$ cat src/rtl/mem_access_pkg.sv
// Shared instruction-field helpers, memory-op opcodes, FSM states and load types
// for the MEM-stage load/store unit.
package mem_access_pkg;

    localparam int OPCODE_HI = 31;
    localparam int OPCODE_LO = 26;

    localparam logic [5:0] OP_LB  = 6'h20;
    localparam logic [5:0] OP_LH  = 6'h21;
    localparam logic [5:0] OP_LW  = 6'h23;
    localparam logic [5:0] OP_LBU = 6'h24;
    localparam logic [5:0] OP_LHU = 6'h25;
    localparam logic [5:0] OP_SB  = 6'h28;
    localparam logic [5:0] OP_SH  = 6'h29;
    localparam logic [5:0] OP_SW  = 6'h2b;

    typedef enum logic [0:0] {
        ST_IDLE = 1'b0,
        ST_BUSY = 1'b1
    } state_t;

    typedef enum logic [2:0] {
        LD_W  = 3'd0,
        LD_H  = 3'd1,
        LD_HU = 3'd2,
        LD_B  = 3'd3,
        LD_BU = 3'd4
    } ld_type_t;

    typedef struct packed {
        logic     is_mem;
        logic     is_load;
        ld_type_t ltype;
    } mem_dec_t;

    function automatic logic [5:0] opcode_of(input logic [31:0] ins);
        return ins[OPCODE_HI:OPCODE_LO];
    endfunction

    // Stores reuse the load-type field for their access size (W, H or B).
    function automatic mem_dec_t decode_mem(input logic [5:0] op);
        mem_dec_t d;
        d.is_mem  = 1'b1;
        d.is_load = 1'b1;
        d.ltype   = LD_W;
        case (op)
            OP_LW:   d.ltype = LD_W;
            OP_LH:   d.ltype = LD_H;
            OP_LHU:  d.ltype = LD_HU;
            OP_LB:   d.ltype = LD_B;
            OP_LBU:  d.ltype = LD_BU;
            OP_SW:   d.is_load = 1'b0;
            OP_SH: begin
                d.is_load = 1'b0;
                d.ltype   = LD_H;
            end
            OP_SB: begin
                d.is_load = 1'b0;
                d.ltype   = LD_B;
            end
            default: begin
                d.is_mem  = 1'b0;
                d.is_load = 1'b0;
            end
        endcase
        return d;
    endfunction

    function automatic logic addr_ok(input ld_type_t t, input logic [1:0] a);
        logic ok;
        case (t)
            LD_W:        ok = (a == 2'b00);
            LD_H, LD_HU: ok = ~a[0];
            default:     ok = 1'b1;
        endcase
        return ok;
    endfunction

    function automatic logic [3:0] byteen_for(input ld_type_t t, input logic [1:0] a);
        logic [3:0] be;
        case (t)
            LD_W:        be = 4'b1111;
            LD_H, LD_HU: be = a[1] ? 4'b1100 : 4'b0011;
            default:     be = 4'b0001 << a;
        endcase
        return be;
    endfunction

    function automatic logic [31:0] replicate(input ld_type_t t, input logic [31:0] d);
        logic [31:0] r;
        case (t)
            LD_H, LD_HU: r = {2{d[15:0]}};
            LD_B, LD_BU: r = {4{d[7:0]}};
            default:     r = d;
        endcase
        return r;
    endfunction

endpackage

$ cat src/rtl/mem_access_load_ext.sv
// Combinational lane selection and sign/zero extension of a read word.
module load_ext
    import mem_access_pkg::*;
(
    input  logic [31:0] word,
    input  logic [1:0]  addr,
    input  ld_type_t    ltype,
    output logic [31:0] data
);

    logic [15:0] half;
    logic [7:0]  byte_lane;

    always_comb begin
        half      = addr[1] ? word[31:16] : word[15:0];
        byte_lane = 8'h00;
        case (addr)
            2'd0:    byte_lane = word[7:0];
            2'd1:    byte_lane = word[15:8];
            2'd2:    byte_lane = word[23:16];
            default: byte_lane = word[31:24];
        endcase

        case (ltype)
            LD_H:    data = {{16{half[15]}}, half};
            LD_HU:   data = {16'h0000, half};
            LD_B:    data = {{24{byte_lane[7]}}, byte_lane};
            LD_BU:   data = {24'h000000, byte_lane};
            default: data = word;
        endcase
    end

endmodule

$ cat src/rtl/mem_access.sv
// MEM-stage load/store unit: decodes memory ops, runs a two-state bus handshake,
// stalls the pipeline while the bus is busy and reports address errors.
module mem_access
    import mem_access_pkg::*;
(
    input  logic        clk,
    input  logic        reset_n,
    input  logic        M_valid,
    input  logic [31:0] M_ins,
    input  logic [31:0] M_PC,
    input  logic [31:0] M_alu_res,
    input  logic [31:0] M_reg_rt,
    output logic        mem_req,
    output logic        mem_we,
    output logic [31:0] mem_addr,
    output logic [31:0] mem_wdata,
    output logic [3:0]  mem_byteen,
    input  logic        mem_ready,
    input  logic [31:0] mem_rdata,
    output logic        M_stall,
    output logic        ld_valid,
    output logic [31:0] ld_data,
    output logic        exc_adel,
    output logic        exc_ades,
    output logic [31:0] exc_pc
);

    state_t      state;
    mem_dec_t    dec;
    logic        aligned;
    logic        issue;
    logic        fault;
    logic [31:0] addr_q;
    ld_type_t    ltype_q;
    logic        is_load_q;
    logic [31:0] ext_data;
    logic        unused_ins_bits;

    assign dec             = decode_mem(opcode_of(M_ins));
    assign aligned         = addr_ok(dec.ltype, M_alu_res[1:0]);
    assign issue           = (state == ST_IDLE) && M_valid && dec.is_mem && aligned;
    assign fault           = (state == ST_IDLE) && M_valid && dec.is_mem && !aligned;
    assign unused_ins_bits = ^M_ins[OPCODE_LO-1:0];

    // The issue cycle stalls before the FSM has even left IDLE, so M_stall is
    // combinational; it is gated by reset so a held instruction cannot stall.
    assign M_stall  = reset_n && (issue || ((state == ST_BUSY) && !mem_ready));
    assign mem_addr = {addr_q[31:2], 2'b00};

    load_ext u_load_ext (
        .word  (mem_rdata),
        .addr  (addr_q[1:0]),
        .ltype (ltype_q),
        .data  (ext_data)
    );

    always_ff @(posedge clk or negedge reset_n) begin
        if (!reset_n) begin
            state      <= ST_IDLE;
            mem_req    <= 1'b0;
            mem_we     <= 1'b0;
            addr_q     <= '0;
            mem_wdata  <= '0;
            mem_byteen <= '0;
            ltype_q    <= LD_W;
            is_load_q  <= 1'b0;
            ld_valid   <= 1'b0;
            ld_data    <= '0;
            exc_adel   <= 1'b0;
            exc_ades   <= 1'b0;
            exc_pc     <= '0;
        end else begin
            ld_valid <= 1'b0;
            exc_adel <= 1'b0;
            exc_ades <= 1'b0;
            case (state)
                ST_IDLE: begin
                    if (issue) begin
                        state      <= ST_BUSY;
                        mem_req    <= 1'b1;
                        mem_we     <= ~dec.is_load;
                        addr_q     <= M_alu_res;
                        mem_wdata  <= replicate(dec.ltype, M_reg_rt);
                        mem_byteen <= byteen_for(dec.ltype, M_alu_res[1:0]);
                        ltype_q    <= dec.ltype;
                        is_load_q  <= dec.is_load;
                    end else if (fault) begin
                        exc_adel <= dec.is_load;
                        exc_ades <= ~dec.is_load;
                        exc_pc   <= M_PC;
                    end
                end
                ST_BUSY: begin
                    if (mem_ready) begin
                        state   <= ST_IDLE;
                        mem_req <= 1'b0;
                        mem_we  <= 1'b0;
                        if (is_load_q) begin
                            ld_valid <= 1'b1;
                            ld_data  <= ext_data;
                        end
                    end
                end
                default: state <= ST_IDLE;
            endcase
        end
    end

endmodule

$ cat config.mk
export PLATFORM = sky130hd
export DESIGN_NAME = mem_access
export DESIGN_NICKNAME = d
export VERILOG_FILES = /design/src/rtl/mem_access_pkg.sv /design/src/rtl/mem_access_load_ext.sv /design/src/rtl/mem_access.sv
export SDC_FILE = /design/constraint.sdc
export NUM_CORES = 1
export LEC_CHECK = 0
export ABC_AREA = 1
export BUFFER_PORTS_ARGS = -buffer_cell sky130_fd_sc_hd__buf_2
export CORE_MARGIN = 1
export CORE_UTILIZATION = 40
export CTS_BUF_LIST = sky130_fd_sc_hd__clkbuf_4
export DETAILED_ROUTE_END_ITERATION = 12
export GPL_ROUTABILITY_DRIVEN = 0
export GPL_TIMING_DRIVEN = 0
export HOLD_SLACK_MARGIN = 0.1
export PLACE_DENSITY = 0.69
export SLEW_MARGIN = 20
export SYNTH_ARGS = -nofsm -noshare
export SYNTH_HDL_FRONTEND = slang
export SYNTH_SLANG_ARGS = --single-unit
$ cat constraint.sdc
create_clock -name clk -period 4.2 [get_ports clk]
set_input_delay 1.26 -clock clk [delete_from_list [all_inputs] [get_ports clk]]
set_output_delay 1.26 -clock clk [all_outputs]
set_load 0.1 [all_outputs]
==> metrics, run 1 <==
PD cells 622.9 nW/um^2; via/cell ratio 4.957; WL/cell 14.92 um; Final Util 0.5278; sequence of cells on the critical path buf_2 > nor2_2 > nand3_1 > nand3_1 > nand2_2 > nand2_1 > nand2_2 > buf_2 > a21oi_4 > buf_6; Max stage delay on crit path 0.24 ns; Setup-failing EPs final 0; Setup CP Type in -> out; number of max-cap violations 0; largest family of logic cells by synthesized area simple AND/OR/NAND/NOR gates; adder-cell share of the synthesized area 0; core area 17,480 um^2; worst r2r src addr_q[1]$_DFFE_PN0P_; minimum clock period 4.057 ns; setup repair after global routing missed its margin false; syn avg cell area 7.601 um^2; CTS tree yes; synthesis warning total 0; maximum buffer depth of the clock tree 2; r2r setup slk 2.26 ns; Clock Skew 0.01812 ns; initial antenna violation count 0; Crit path max-delay family simple AND/OR/NAND/NOR gates; Max-slew headroom 0.5871; first-pass GRT wire length 34,410 um; CTS root buffer clkbuf_4; worst hold path type reg -> reg; Seq/Total Area, Yosys 0.4926; # fillers 1,767; worst path bufs/invs 3; synthesized area 7213 um^2; reg2reg path depth 9; CP Depth 10; min-delay src mem_wdata[0]$_DFFE_PN0P_; clk_lat worst skew 0.58 ns; CP Max Fanout 10; Layout area overhead 27.88%; post-synth cell types 26; slowest stage cell, crit path buf_6; fin area 9224 um^2; Pre-antenna DRT Iters 5; routed via count 7,347; Setup crit start M_ins[30]; ys async rst share 1.000; Antenna Cells 0; Synth Area in Simple Gates 0.3608; slew at the pin closest to its max-slew limit 0.6152 ns; CTS Sinks 142; number of flops mapped to enable cells by yosys 0; hpwl dp 16,720 um; final wirelength 22,110 um; grt ovf 0; Fin. Hold Viols 0; fin crit share 0.9659; maximum VDD drop 0.5169 mV; total power draw 5745 uW; GR Util All Layers 0.2398; Top FF cell, synth dfrtp_1; hold buffer count at CTS 0; status finished clean; die height 136.3 um; layout cells sized above 1 0.3079; mux share of post-synthesis cell area 0; First DRT Iteration DRCs 464; CP startpoint kind input pin; Max Slew Vio Count 0; I/O pins 302; nature of the critical path endpoint output pin; leak pwr 0.005598 uW; TritonCTS Buffers 17; Reg clk slew, reported paths 0.14 ns; H-tree Lvls 4; number of synthesized register bits 142; Final ANT Viol Nets 0; Post-DP Area 8914 um^2; Max Freq 246.5 MHz; largest net degree at the start of global routing 84; worst path required time 2.94 ns; most frequent cells in the layout nand2_1, buf_2, dfrtp_1, nand3_1; Synth Area in Compound Gates 0.05273; Die ar. 18,570 um^2; Nets 1,408; PortBufs 273; Post-Synth XOR/XNOR Area 0; hold-critical path depth 2; starting density of the core 0.4127; Crit path arrival time 2.80 ns; vias in the first global route 6,966; FP Rows 48; commonest non-fill, non-tap cell in the layout nand2_1; Cells after Synth 949; Post-route DRC 0; Die Width 136.3 um
area by class of cell:
type	instances	area [um^2]	area share
inverters	38	142.6	0.01546
plain buffers	87	530.5	0.05751
clock buffers	17	127.6	0.01384
repair buffers	275	1418	0.1537
multi-input cells	683	3002	0.3254
well taps	225	281.5	0.03052
flip-flops and latches	142	3553	0.3852
clock inverters	15	168.9	0.01831
metal layers:
metal,global-route usage,wire (um),up-vias
li1,-,-,3620
met1,0.2997,9253,3403
met2,0.3917,10680,290
met3,0.07010,1743,34
met4,0.08642,438,0
met5,0,0,-
synthesized netlist by cell type (3+ instances only):
cell       count  area share
a21boi_0       6      0.0062
a21oi_1       11      0.0076
a2bb2oi_1      5      0.0061
buf_2         13      0.0090
buf_4         46       0.048
clkbuf_1      26       0.014
dfrtp_1      142        0.49
inv_1         35       0.018
nand2_1      391        0.20
nand3_1      127       0.088
nand4_1       33       0.029
nor2_1        47       0.024
nor2_2         3      0.0026
o21ai_0       39       0.027
or2_2          9      0.0078
worst reg2reg max path, cell delays in order, from the launching register on:
cell	delay (ns)
dfrtp_1	0.40
buf_6	0.14
nor2_1	0.45
nand2_1	0.10
nand3_1	0.15
nand3b_2	0.21
buf_2	0.25
nand3_1	0.10
nand2_1	0.06
nand2_1	0.06
metrics by stage:
step	std cells	setup TNS [ns]	hold slack (ns)	worst slack (ns)
2_1_floorplan	950	0	0.4422	0.2380
3_3_place_gp	1448	-42.02	0.4503	-1.843
3_5_place_dp	1449	-0.1821	0.4560	-0.1821
4_1_cts	1482	0	0.4893	0.08845
5_1_grt	1482	0	0.5101	0.01538
6_report	1482	0	0.4831	0.1431
logic make-up (layout without fill, tap and decap cells):
kind of cell,count (synthesis),after routing
AO/OA/AOI/OAI,66,66
buffers and inverters,125,432
flip-flops,142,142
other,1,2
AND/OR/NAND/NOR,615,615
worst paths after layout:
path / end
max: M_stall
min: mem_wdata[0]$_DFFE_PN0P_
max reg2reg: ld_data[24]$_DFFE_PN0P_
min reg2reg: mem_wdata[0]$_DFFE_PN0P_
max in group asynchronous: mem_wdata[24]$_DFFE_PN0P_
min in group asynchronous: ld_data[23]$_DFFE_PN0P_
flip-flops by register name (all words and copies together) (netlist names), 3 cells and up:
register    cells
addr_q         32
exc_pc         32
ld_data        32
mem_wdata      32
mem_byteen      4
ltype_q         3
repair_timing:
action / CTS / global route
setup buffers: 1 / 0
pin swaps: 1 / 0
gates resized for setup: 1 / 1
endpoints found under the setup margin: 1 / 1
report_power, final:
| part | internal (uW) | switching, uW | leakage, uW |
|---|---|---|---|
| logic | 500 | 2520 | 0.00358 |
| registers | 1630 | 148 | 0.00186 |
| clock network | 327 | 614 | 0.000159 |
Power figures use the tool's default switching activity.
==> inputs of run 2 (changes only) <==
--- a/config.mk
+++ b/config.mk
@@ -9,12 +9,13 @@
 export BUFFER_PORTS_ARGS = -buffer_cell sky130_fd_sc_hd__buf_2
 export CORE_MARGIN = 1
 export CORE_UTILIZATION = 40
-export CTS_BUF_LIST = sky130_fd_sc_hd__clkbuf_4
+export CTS_BUF_LIST = sky130_fd_sc_hd__clkbuf_8 sky130_fd_sc_hd__clkbuf_16
 export DETAILED_ROUTE_END_ITERATION = 12
 export GPL_ROUTABILITY_DRIVEN = 0
 export GPL_TIMING_DRIVEN = 0
 export HOLD_SLACK_MARGIN = 0.1
 export PLACE_DENSITY = 0.69
+export SETUP_SLACK_MARGIN = 0.4
 export SLEW_MARGIN = 20
 export SYNTH_ARGS = -nofsm -noshare
 export SYNTH_HDL_FRONTEND = slang
==> run 2 against run 1 <==
  * Cell count increased by 0.88%
  * Register-to-register slack worse by 0.08 ns
  * Clock power rose by 61%
  * Clock-buffer cell count did not move
  * Routed wire length grew 2.9%
  * Clock skew down 0.0052 ns
  * Critical endpoint unchanged
==> metrics, run 2 (synthesis gave the netlist of run 1 again) <==
via/cell ratio 4.971 (+0.28%); PD cells 649.2 nW/um^2 (+4.2%); Die ar. 18,570 um^2 (unchanged); CP startpoint kind input pin; maximum VDD drop 0.4554 mV (-12%); maximum buffer depth of the clock tree 2 (unchanged); minimum clock period 3.799 ns (-0.2579 ns); Setup CP Type in -> out; FP Rows 48 (unchanged); vias in the first global route 7,094 (+1.8%); Max-slew headroom 0.5738 (-0.01330); hold slack 0.4645 ns (-0.01864 ns); worst path required time 2.94 ns (about the same); Layout area overhead 35.33%; CTS root buffer clkbuf_16; clk_lat worst skew 0.42 ns (-0.16 ns); Pre-antenna DRT Iters 8 (+3); fin area 9762 um^2 (+5.8%); leak pwr 0.005833 uW (+4.2%); First DRT Iteration DRCs 453 (-2.4%); core area 17,480 um^2 (unchanged); H-tree Lvls 4 (unchanged); nature of the critical path endpoint output pin; Fin. Hold Viols 0 (unchanged); CTS tree yes; Clock Skew 0.01290 ns (-0.005222 ns); layout cells sized above 1 0.3252 (+0.01732); initial antenna violation count 1 (+1); worst hold path type reg -> reg; grt ovf 0 (unchanged); Post-route DRC 0 (unchanged); commonest non-fill, non-tap cell in the layout nand2_1; GR Util All Layers 0.2441 (+0.004339); starting density of the core 0.4127 (unchanged); Antenna Cells 0 (unchanged); largest net degree at the start of global routing 54 (-36%); Final ANT Viol Nets 0 (unchanged); logic gate share of total power 0.480 (-0.046); most frequent cells in the layout nand2_1, buf_2, dfrtp_1, nand3_1, buf_4; Max Freq 263.2 MHz (+6.8%); CP Max Fanout 5 (-5); fin crit share 0.9045 (-0.06141); first-pass GRT wire length 35,320 um (+2.6%); hpwl dp 16,780 um (+0.35%); CTS Sinks 142 (unchanged); Reg power frac 0.282 (-0.028); hold-critical path depth 2 (unchanged); final wirelength 22,750 um (+2.9%); clock network fraction of design power 0.238 (+0.074); Die Width 136.3 um (unchanged); Crit path arrival time 2.54 ns (-0.26 ns); I/O pins 302 (unchanged); PortBufs 273 (unchanged); Switching Fraction 0.5339 (-0.03767); number of max-cap violations 0 (unchanged); Nets 1,421 (+0.92%); Reg clk slew, reported paths 0.07 ns (-0.07 ns); die height 136.3 um (unchanged); WL/cell 15.22 um (+2.0%); reg2reg path depth 9 (unchanged); NetSw 3384 uW (+3.0%); # fillers 1,694 (-4.1%); Int Pwr 2954 uW (+20%); Max Slew Vio Count 0 (unchanged); routed via count 7,432 (+1.2%); slew at the pin closest to its max-slew limit 0.6350 ns (+0.01981 ns); Post-DP Area 8979 um^2 (+0.73%); Setup-failing EPs final 0 (unchanged); setup repair after global routing missed its margin true; status finished clean; TritonCTS Buffers 17 (unchanged)
[run 2: final timing paths]
kind	from	endpoint	slack, ns
max	M_ins[31]	M_stall	0.40
min	mem_wdata[23]$_DFFE_PN0P_	mem_wdata[23]$_DFFE_PN0P_	0.46
max reg2reg	addr_q[1]$_DFFE_PN0P_	ld_data[22]$_DFFE_PN0P_	2.18
min reg2reg	mem_wdata[23]$_DFFE_PN0P_	mem_wdata[23]$_DFFE_PN0P_	0.46
max in group asynchronous	reset_n	exc_pc[27]$_DFFE_PN0P_	2.70
min in group asynchronous	reset_n	ld_data[5]$_DFFE_PN0P_	0.74
[run 2: routing by layer]
layer / global-route usage / part of all wire / routed length [um] / vias up
li1: - / - / - / 3633
met2: 0.3999 / 0.48 / 10860 / 311
met1: 0.3049 / 0.42 / 9597 / 3441
met4: 0.09198 / 0.026 / 581 / 2
met5: 0 / 0.00057 / 13 / -
met3: 0.06749 / 0.075 / 1700 / 45
[run 2: stage by stage]
stage                     utilization  power [uW]  TNS, ns  cells  setup WS, ns
after floorplan                     -        4292        0    950        0.3097
after global placement         0.5116        4811   -34.59   1448        -1.808
after detailed placement       0.5137        4838  -0.1098   1449       -0.1098
after CTS                      0.5534        6367        0   1487        0.4162
after global routing           0.5586        6577        0   1495        0.3537
final                          0.5586        6337        0   1495        0.4010
[run 2: power groups by stage]
stage | clock, uW | sequential, uW | combinational, uW
after floorplan | 0 | 3210 | 1080
after global placement | 0 | 1800 | 3010
after detailed placement | 0 | 1800 | 3030
after CTS | 1530 | 1790 | 3040
after global routing | 1590 | 1820 | 3170
final | 1510 | 1790 | 3040
[run 2: repair_timing]
action                     in CTS  in global routing
hold buffers                    0                  0
cloned                          1                  0
buffers inserted                5                  8
resized for setup              10                  9
setup endpoints to repair       1                  1
pin swaps                       6                 10
[run 2: final cells by class]
type | instances | area, um^2 | share of cell area
timing repair buffer | 288 | 1575 | 0.1614
clock inverter | 15 | 166.4 | 0.01705
buffer | 87 | 536.8 | 0.05499
multi-input combinational | 683 | 3070 | 0.3145
sequential | 142 | 3553 | 0.3640
tap | 225 | 281.5 | 0.02884
inverter | 38 | 152.6 | 0.01564
clock buffer | 17 | 425.4 | 0.04358
[run 2: worst max-delay path, cell delays in order]
cell	delay (ns)
buf_8	0.09
inv_8	0.03
nor2_4	0.19
buf_6	0.13
nand3_4	0.08
a21oi_4	0.18
nand2_2	0.08
buf_6	0.13
a21oi_4	0.16
buf_12	0.19
